File: config.mk
export PLATFORM = sky130hd
export DESIGN_NAME = bpsk_tx_sequencer_flat
export DESIGN_NICKNAME = d
export VERILOG_FILES = /design/src/rtl/bpsk_tx_sequencer_if.sv /design/src/rtl/bpsk_tx_sequencer.sv /design/src/flat_wrapper.sv
export SDC_FILE = /design/constraint.sdc
export NUM_CORES = 1
export LEC_CHECK = 0
export ABC_AREA = 1
export CAP_MARGIN = 10
export CORE_MARGIN = 4
export CORE_UTILIZATION = 55
export CTS_BUF_LIST = sky130_fd_sc_hd__clkbuf_8
export DETAILED_ROUTE_END_ITERATION = 8
export PLACE_DENSITY = 0.76
export SYNTH_ARGS = -nofsm -noshare
export SYNTH_HDL_FRONTEND = slang
export SYNTH_SLANG_ARGS = --single-unit
File: constraint.sdc
create_clock -name clk -period 2.05 [get_ports clk]
set_input_delay 0.41 -clock clk [delete_from_list [all_inputs] [get_ports clk]]
set_output_delay 0.41 -clock clk [all_outputs]
set_load 0.03 [all_outputs]
File: src/rtl/bpsk_tx_sequencer_if.sv
// Byte-stream input and modulator-side outputs of the BPSK transmit sequencer.
interface bpsk_tx_sequencer_if;
   logic [7:0] s_tdata;
   logic       s_tvalid;
   logic       s_tlast;
   logic       s_tready;
   logic       mod_en;
   logic       mod_in;
   logic       sym_strobe;
   logic       busy;
   logic       frame_done;
   logic       underrun;

   modport master (
      output s_tdata, s_tvalid, s_tlast,
      input  s_tready, mod_en, mod_in, sym_strobe, busy, frame_done, underrun
   );

   modport slave (
      input  s_tdata, s_tvalid, s_tlast,
      output s_tready, mod_en, mod_in, sym_strobe, busy, frame_done, underrun
   );
endinterface

File: src/rtl/bpsk_tx_sequencer.sv
// Frames a byte stream as preamble + sync word + payload and serialises it
// into symbol-rate bits (each held SAMPLES_PER_SYM clocks) for the BPSK modulator.
module bpsk_tx_sequencer #(
   parameter int unsigned SAMPLES_PER_SYM = 20,
   parameter int unsigned PREAMBLE_LEN    = 16,
   parameter logic [7:0]  SYNC_WORD       = 8'hD3
) (
   input  logic                clk,
   input  logic                rst_n,
   bpsk_tx_sequencer_if.slave  bus
);

   localparam int unsigned SYM_W = (SAMPLES_PER_SYM > 2) ? $clog2(SAMPLES_PER_SYM) : 1;
   localparam int unsigned BIT_W = (PREAMBLE_LEN > 8) ? $clog2(PREAMBLE_LEN) : 3;
   localparam logic [SYM_W-1:0] SYM_LAST  = SYM_W'(SAMPLES_PER_SYM - 1);
   localparam logic [BIT_W-1:0] PRE_LAST  = BIT_W'(PREAMBLE_LEN - 1);
   localparam logic [BIT_W-1:0] BYTE_LAST = BIT_W'(7);

   typedef enum logic [1:0] {IDLE, PREAMBLE, SYNC, PAYLOAD} state_t;

   state_t           state_q, state_d;
   logic [SYM_W-1:0] sym_cnt_q, sym_cnt_d;
   logic [BIT_W-1:0] bit_cnt_q, bit_cnt_d;
   logic [7:0]       hold_data_q, hold_data_d;
   logic             hold_full_q, hold_full_d;
   logic             hold_last_q, hold_last_d;
   logic [7:0]       shift_q, shift_d;
   logic             shift_last_q, shift_last_d;
   logic             last_seen_q, last_seen_d;
   logic             mod_en_q, mod_en_d;
   logic             mod_in_q, mod_in_d;
   logic             sym_strobe_q, sym_strobe_d;
   logic             busy_q, busy_d;
   logic             frame_done_q, frame_done_d;
   logic             underrun_q, underrun_d;

   logic ready_c;
   logic handshake_c;
   logic boundary_c;

   // Ready is forced low while reset is held so nothing is offered mid-reset.
   assign ready_c     = rst_n && !hold_full_q && !last_seen_q;
   assign handshake_c = bus.s_tvalid && ready_c;
   assign boundary_c  = (sym_cnt_q == SYM_LAST);

   always_comb begin
      state_d      = state_q;
      sym_cnt_d    = sym_cnt_q;
      bit_cnt_d    = bit_cnt_q;
      hold_data_d  = hold_data_q;
      hold_full_d  = hold_full_q;
      hold_last_d  = hold_last_q;
      shift_d      = shift_q;
      shift_last_d = shift_last_q;
      last_seen_d  = last_seen_q;
      mod_in_d     = mod_in_q;
      frame_done_d = 1'b0;
      underrun_d   = 1'b0;

      if (state_q != IDLE) begin
         sym_cnt_d = boundary_c ? '0 : sym_cnt_q + SYM_W'(1);
      end

      if (handshake_c) begin
         hold_data_d = bus.s_tdata;
         hold_last_d = bus.s_tlast;
         hold_full_d = 1'b1;
         last_seen_d = last_seen_q | bus.s_tlast;
      end

      case (state_q)
         IDLE: begin
            if (handshake_c) begin
               state_d   = PREAMBLE;
               bit_cnt_d = '0;
               mod_in_d  = 1'b1;
            end
         end
         PREAMBLE: begin
            if (boundary_c) begin
               if (bit_cnt_q == PRE_LAST) begin
                  state_d   = SYNC;
                  bit_cnt_d = '0;
                  mod_in_d  = SYNC_WORD[7];
               end else begin
                  bit_cnt_d = bit_cnt_q + BIT_W'(1);
                  mod_in_d  = bit_cnt_q[0];
               end
            end
         end
         SYNC: begin
            if (boundary_c) begin
               if (bit_cnt_q == BYTE_LAST) begin
                  state_d      = PAYLOAD;
                  bit_cnt_d    = '0;
                  shift_d      = hold_data_q;
                  shift_last_d = hold_last_q;
                  hold_full_d  = handshake_c;
                  mod_in_d     = hold_data_q[7];
               end else begin
                  bit_cnt_d = bit_cnt_q + BIT_W'(1);
                  mod_in_d  = SYNC_WORD[3'(3'd6 - bit_cnt_q[2:0])];
               end
            end
         end
         PAYLOAD: begin
            if (boundary_c) begin
               if (bit_cnt_q != BYTE_LAST) begin
                  bit_cnt_d = bit_cnt_q + BIT_W'(1);
                  shift_d   = {shift_q[6:0], 1'b0};
                  mod_in_d  = shift_q[6];
               end else if (shift_last_q) begin
                  state_d      = IDLE;
                  frame_done_d = 1'b1;
                  last_seen_d  = 1'b0;
               end else if (hold_full_q) begin
                  bit_cnt_d    = '0;
                  shift_d      = hold_data_q;
                  shift_last_d = hold_last_q;
                  hold_full_d  = handshake_c;
                  mod_in_d     = hold_data_q[7];
               end else if (handshake_c) begin
                  // Byte arriving exactly on the boundary bypasses the holding register.
                  bit_cnt_d    = '0;
                  shift_d      = bus.s_tdata;
                  shift_last_d = bus.s_tlast;
                  hold_full_d  = 1'b0;
                  mod_in_d     = bus.s_tdata[7];
               end else begin
                  state_d     = IDLE;
                  underrun_d  = 1'b1;
                  last_seen_d = 1'b0;
               end
            end
         end
      endcase

      if (state_d == IDLE) begin
         mod_in_d = 1'b0;
      end
      mod_en_d     = (state_d != IDLE);
      busy_d       = (state_d != IDLE);
      sym_strobe_d = busy_d && (sym_cnt_d == '0);
   end

   always_ff @(posedge clk or negedge rst_n) begin
      if (!rst_n) begin
         state_q      <= IDLE;
         sym_cnt_q    <= '0;
         bit_cnt_q    <= '0;
         hold_data_q  <= '0;
         hold_full_q  <= 1'b0;
         hold_last_q  <= 1'b0;
         shift_q      <= '0;
         shift_last_q <= 1'b0;
         last_seen_q  <= 1'b0;
         mod_en_q     <= 1'b0;
         mod_in_q     <= 1'b0;
         sym_strobe_q <= 1'b0;
         busy_q       <= 1'b0;
         frame_done_q <= 1'b0;
         underrun_q   <= 1'b0;
      end else begin
         state_q      <= state_d;
         sym_cnt_q    <= sym_cnt_d;
         bit_cnt_q    <= bit_cnt_d;
         hold_data_q  <= hold_data_d;
         hold_full_q  <= hold_full_d;
         hold_last_q  <= hold_last_d;
         shift_q      <= shift_d;
         shift_last_q <= shift_last_d;
         last_seen_q  <= last_seen_d;
         mod_en_q     <= mod_en_d;
         mod_in_q     <= mod_in_d;
         sym_strobe_q <= sym_strobe_d;
         busy_q       <= busy_d;
         frame_done_q <= frame_done_d;
         underrun_q   <= underrun_d;
      end
   end

   assign bus.s_tready   = ready_c;
   assign bus.mod_en     = mod_en_q;
   assign bus.mod_in     = mod_in_q;
   assign bus.sym_strobe = sym_strobe_q;
   assign bus.busy       = busy_q;
   assign bus.frame_done = frame_done_q;
   assign bus.underrun   = underrun_q;

endmodule

File: src/flat_wrapper.sv
// flat-port wrapper written by rule: the top's interface ports become plain ports
module bpsk_tx_sequencer_flat 
#(
   parameter int unsigned SAMPLES_PER_SYM = 20,
   parameter int unsigned PREAMBLE_LEN    = 16,
   parameter logic [7:0]  SYNC_WORD       = 8'hD3
)
  (clk, rst_n, bus_s_tdata, bus_s_tvalid, bus_s_tlast, bus_s_tready, bus_mod_en, bus_mod_in, bus_sym_strobe, bus_busy, bus_frame_done, bus_underrun);
  bpsk_tx_sequencer_if bus_i ();
  input  logic clk;
  input  logic rst_n;
  input wire logic [$bits(bus_i.s_tdata)-1:0] bus_s_tdata;
  input wire logic [$bits(bus_i.s_tvalid)-1:0] bus_s_tvalid;
  input wire logic [$bits(bus_i.s_tlast)-1:0] bus_s_tlast;
  output wire logic [$bits(bus_i.s_tready)-1:0] bus_s_tready;
  output wire logic [$bits(bus_i.mod_en)-1:0] bus_mod_en;
  output wire logic [$bits(bus_i.mod_in)-1:0] bus_mod_in;
  output wire logic [$bits(bus_i.sym_strobe)-1:0] bus_sym_strobe;
  output wire logic [$bits(bus_i.busy)-1:0] bus_busy;
  output wire logic [$bits(bus_i.frame_done)-1:0] bus_frame_done;
  output wire logic [$bits(bus_i.underrun)-1:0] bus_underrun;
  assign bus_i.s_tdata = bus_s_tdata;
  assign bus_i.s_tvalid = bus_s_tvalid;
  assign bus_i.s_tlast = bus_s_tlast;
  assign bus_s_tready = bus_i.s_tready;
  assign bus_mod_en = bus_i.mod_en;
  assign bus_mod_in = bus_i.mod_in;
  assign bus_sym_strobe = bus_i.sym_strobe;
  assign bus_busy = bus_i.busy;
  assign bus_frame_done = bus_i.frame_done;
  assign bus_underrun = bus_i.underrun;
  bpsk_tx_sequencer #(.SAMPLES_PER_SYM(SAMPLES_PER_SYM), .PREAMBLE_LEN(PREAMBLE_LEN), .SYNC_WORD(SYNC_WORD)) u_core (.clk(clk), .rst_n(rst_n), .bus(bus_i));
endmodule
==> results.toml <==
[run_status]
status = "finished clean"

[clock_network]
clock_root_buffer = "sky130_fd_sc_hd__clkbuf_8"
tritoncts.num_buffers = 5
tritoncts_clock_tree = "built"
cts.sinks = 35
clk-insertion-delay-late_ns = 0.29
clkTransAtPathRegs_ns = 0.07
htree_levels = 2
cts_hold_buffers = 0
post_cts_repair_timing_setup_buffer_count = 0
max-clock-path-buffers = 2
cts_resized = 0

[die]
die-area_um2 = 4560
floorplan.die.width_um = 67.5
die_h_um = 67.5
start_util_pct = 57.4
placeableCoreArea_um2 = 3390
row_count = 21
ioPinCount = 19

[route]
vias_per_cell = 5.02
num_vias = 1711
detail_route.drc_violations = 0
wl_per_cell_um = 12.3
detail-route-antenna-nets = 0
drtIter0Drc = 179
finalWirelength_um = 4180
firstDrtPassIters = 4

[critical_path]
timing.reg2reg.worst_path_depth = 7
data_arrival_time_of_the_critical_path_ns = 1.95
cp.required_ns = 2.28
worstReg2RegEnd = "u_core.bit_cnt_q[3]$_DFFE_PN0P_"
timing.rr.start = "u_core.bit_cnt_q[0]$_DFFE_PN0P_"
regToRegSetupSlack_ns = 0.33
cp_max_fo = 8
timing_worst_setup_path_type = "register to register"
critical_path.startpoint_type = "register"
crit_end_category = "register"

[synth]
number_of_synthesized_flops_with_an_enable_pin = 0
syn_nets = 286
synth_most_common_cell = "sky130_fd_sc_hd__nand2_1"
yosysTopAreaCellShare_pct = 45.0
synth_sequential_area_ratio_pct = 45.0
async_flop_share_pct = 100
postSynthAreaPerCell_um2 = 7.18
synth-seq-cells = 35
synth_cell_type_count = 26
post_synth_inst_count = 271
syn_area_um2 = 1950
yosysWarningCount = 0
post_synth_most_frequent_cells = "99 x sky130_fd_sc_hd__nand2_1, 39 x sky130_fd_sc_hd__inv_1, 35 x sky130_fd_sc_hd__dfrtp_1, 24 x sky130_fd_sc_hd__o21ai_0, 15 x sky130_fd_sc_hd__nand3_1"
synth_largest_area_cell = "sky130_fd_sc_hd__dfrtp_1"
ys.flop_type = "sky130_fd_sc_hd__dfrtp_1"
synth_top_cells_by_area = "sky130_fd_sc_hd__dfrtp_1 45%, sky130_fd_sc_hd__nand2_1 19%, sky130_fd_sc_hd__inv_1 7.5%"

[sta]
setup_repair_after_global_routing_missed_its_margin = "no"
fin_tns_setup_ns = 0
report.final.setup_viol = 0
report.final.slew_viol_count = 0
period_minus_slack_ns = 1.72
hold_viol = 0
final_min_period_over_clock_period_pct = 83.9
worst_pin_slew_ns = 0.440
maxSlewHeadroom_pct = 70.7
timing.fmax_mhz = 581
clock-skew-final_ns = 0.00477

[power_and_ir_drop]
p_leak_uw = 0.00117
power.total_uw = 1240
power.density_nw_per_um2 = 547
power.ir.vdd_worst_v = 0.000476

[global_routing]
first_global_vias = 1554
globalRoute.totalOverflow = 0
global_route_wire_length_before_repair_um = 7140
grt_start_max_net_pins = 36
gr-usage-all-layers_pct = 21.2
grt_antenna_before_repair = 0

[final_layout]
filler_cell_count = 284
postLayoutCoreUtil_pct = 66.8
proportion_of_layout_cells_with_a_drive_suffix_above_1_pct = 8.47
area.growth.synth_to_final_pct = 16.3
layout.nets = 310
num_antenna_cells = 0

[run]
maxCapViolCount = 0

[placement]
place_hpwl_um = 3100
routabilityCongestion = 0.873
buffer_ports.inserted = 18

[hold_path]
hp-class = "input port to asynchronous set/reset pin"
==> power by group <==
part,switching (uW),internal [uW]
registers,0,690
clock network,242,263
logic,22.4,21.1
total,265,975
==> registers in the layout, indices dropped and copies added (netlist names) <==
signal and count:
u_core.state_q 2, u_core.hold_full_q 1, u_core.bus.mod_in 1, u_core.bit_cnt_q 4
u_core.shift_last_q 1, u_core.bus.mod_en 1, u_core.shift_q 7, u_core.bus.frame_done 1
u_core.hold_data_q 8, u_core.hold_last_q 1, u_core.bus.underrun 1, u_core.last_seen_q 1
u_core.bus.sym_strobe 1, u_core.sym_cnt_q 5
==> worst max-delay path, cell delays in order (launching register included) <==
cell,delay [ns]
sky130_fd_sc_hd__dfrtp_1,0.41
sky130_fd_sc_hd__ha_1,0.27
sky130_fd_sc_hd__nand3_4,0.18
sky130_fd_sc_hd__inv_1,0.09
sky130_fd_sc_hd__o21ai_0,0.32
sky130_fd_sc_hd__o21ai_0,0.15
sky130_fd_sc_hd__o21ai_0,0.11
sky130_fd_sc_hd__o21a_1,0.13
==> placed cells by master (no fill, tap or decap), drive strengths merged, types with 3 or more instances in the layout <==
master and n:
nand2 102, dfrtp 35, clkbuf 6, nor2 13
ha 3, a21oi 10, buf 5, clkdlybuf4s50 16
nand3 16, inv 44, o21ai 34
==> stage by stage <==
step | hold WS, ns | cell area [um^2] | instances | worst slack (ns)
6_report | 0.214 | 2260 | 341 | 0.329
5_1_grt | 0.232 | 2260 | 341 | 0.120
4_1_cts | 0.231 | 2260 | 341 | 0.311
3_5_place_dp | 0.484 | 2180 | 334 | 0.210
3_3_place_gp | 0.472 | 2180 | 334 | 0.292
2_1_floorplan | 0.114 | 1950 | 271 | 0.318
==> routing by layer <==
layer	vias up	routed length (um)	track usage [%]
met5	-	0	0
met4	0	42	5.57
met3	4	198	6.32
met2	31	1860	32.1
met1	776	2090	29.6
li1	900	-	-
==> cell families after synthesis <==
| logic type | after synthesis | synth area share, % |
|---|---|---|
| simple gates | 136 | 30.3 |
| buf+inv | 48 | 9.64 |
| flops | 35 | 45.0 |
| fa+ha+maj | 3 | 1.93 |
| compound gates | 49 | 13.1 |
==> cell type report <==
type                       count  area (um^2)  area share (%)
tap                           46         57.6            2.54
timing repair buffer          21          195            8.62
multi-input combinational    188          883            39.0
clock buffer                   6         82.6            3.65
inverter                      44          165            7.29
sequential                    35          876            38.7
clock inverter                 1         5.00           0.221
==> worst max-delay path by stage <==
| stage | start | end | slack [ns] | depth (start not counted) |
|---|---|---|---|---|
| after floorplan | rst_n | u_core.bit_cnt_q[2]$_DFFE_PN0P_ | 0.32 | 7 |
| after global placement | bus_s_tvalid | u_core.shift_q[1]$_DFFE_PN0P_ | 0.29 | 8 |
| after detailed placement | bus_s_tvalid | u_core.shift_q[5]$_DFFE_PN0P_ | 0.21 | 8 |
| after CTS | u_core.bus.mod_in$_DFFE_PN0P_ | bus_mod_in | 0.31 | 1 |
| after global routing | u_core.bit_cnt_q[0]$_DFFE_PN0P_ | u_core.bus.mod_in$_DFFE_PN0P_ | 0.12 | 8 |
| final | u_core.bit_cnt_q[0]$_DFFE_PN0P_ | u_core.bit_cnt_q[3]$_DFFE_PN0P_ | 0.33 | 7 |
No activity file was read; power rests on OpenSTA's default activity.
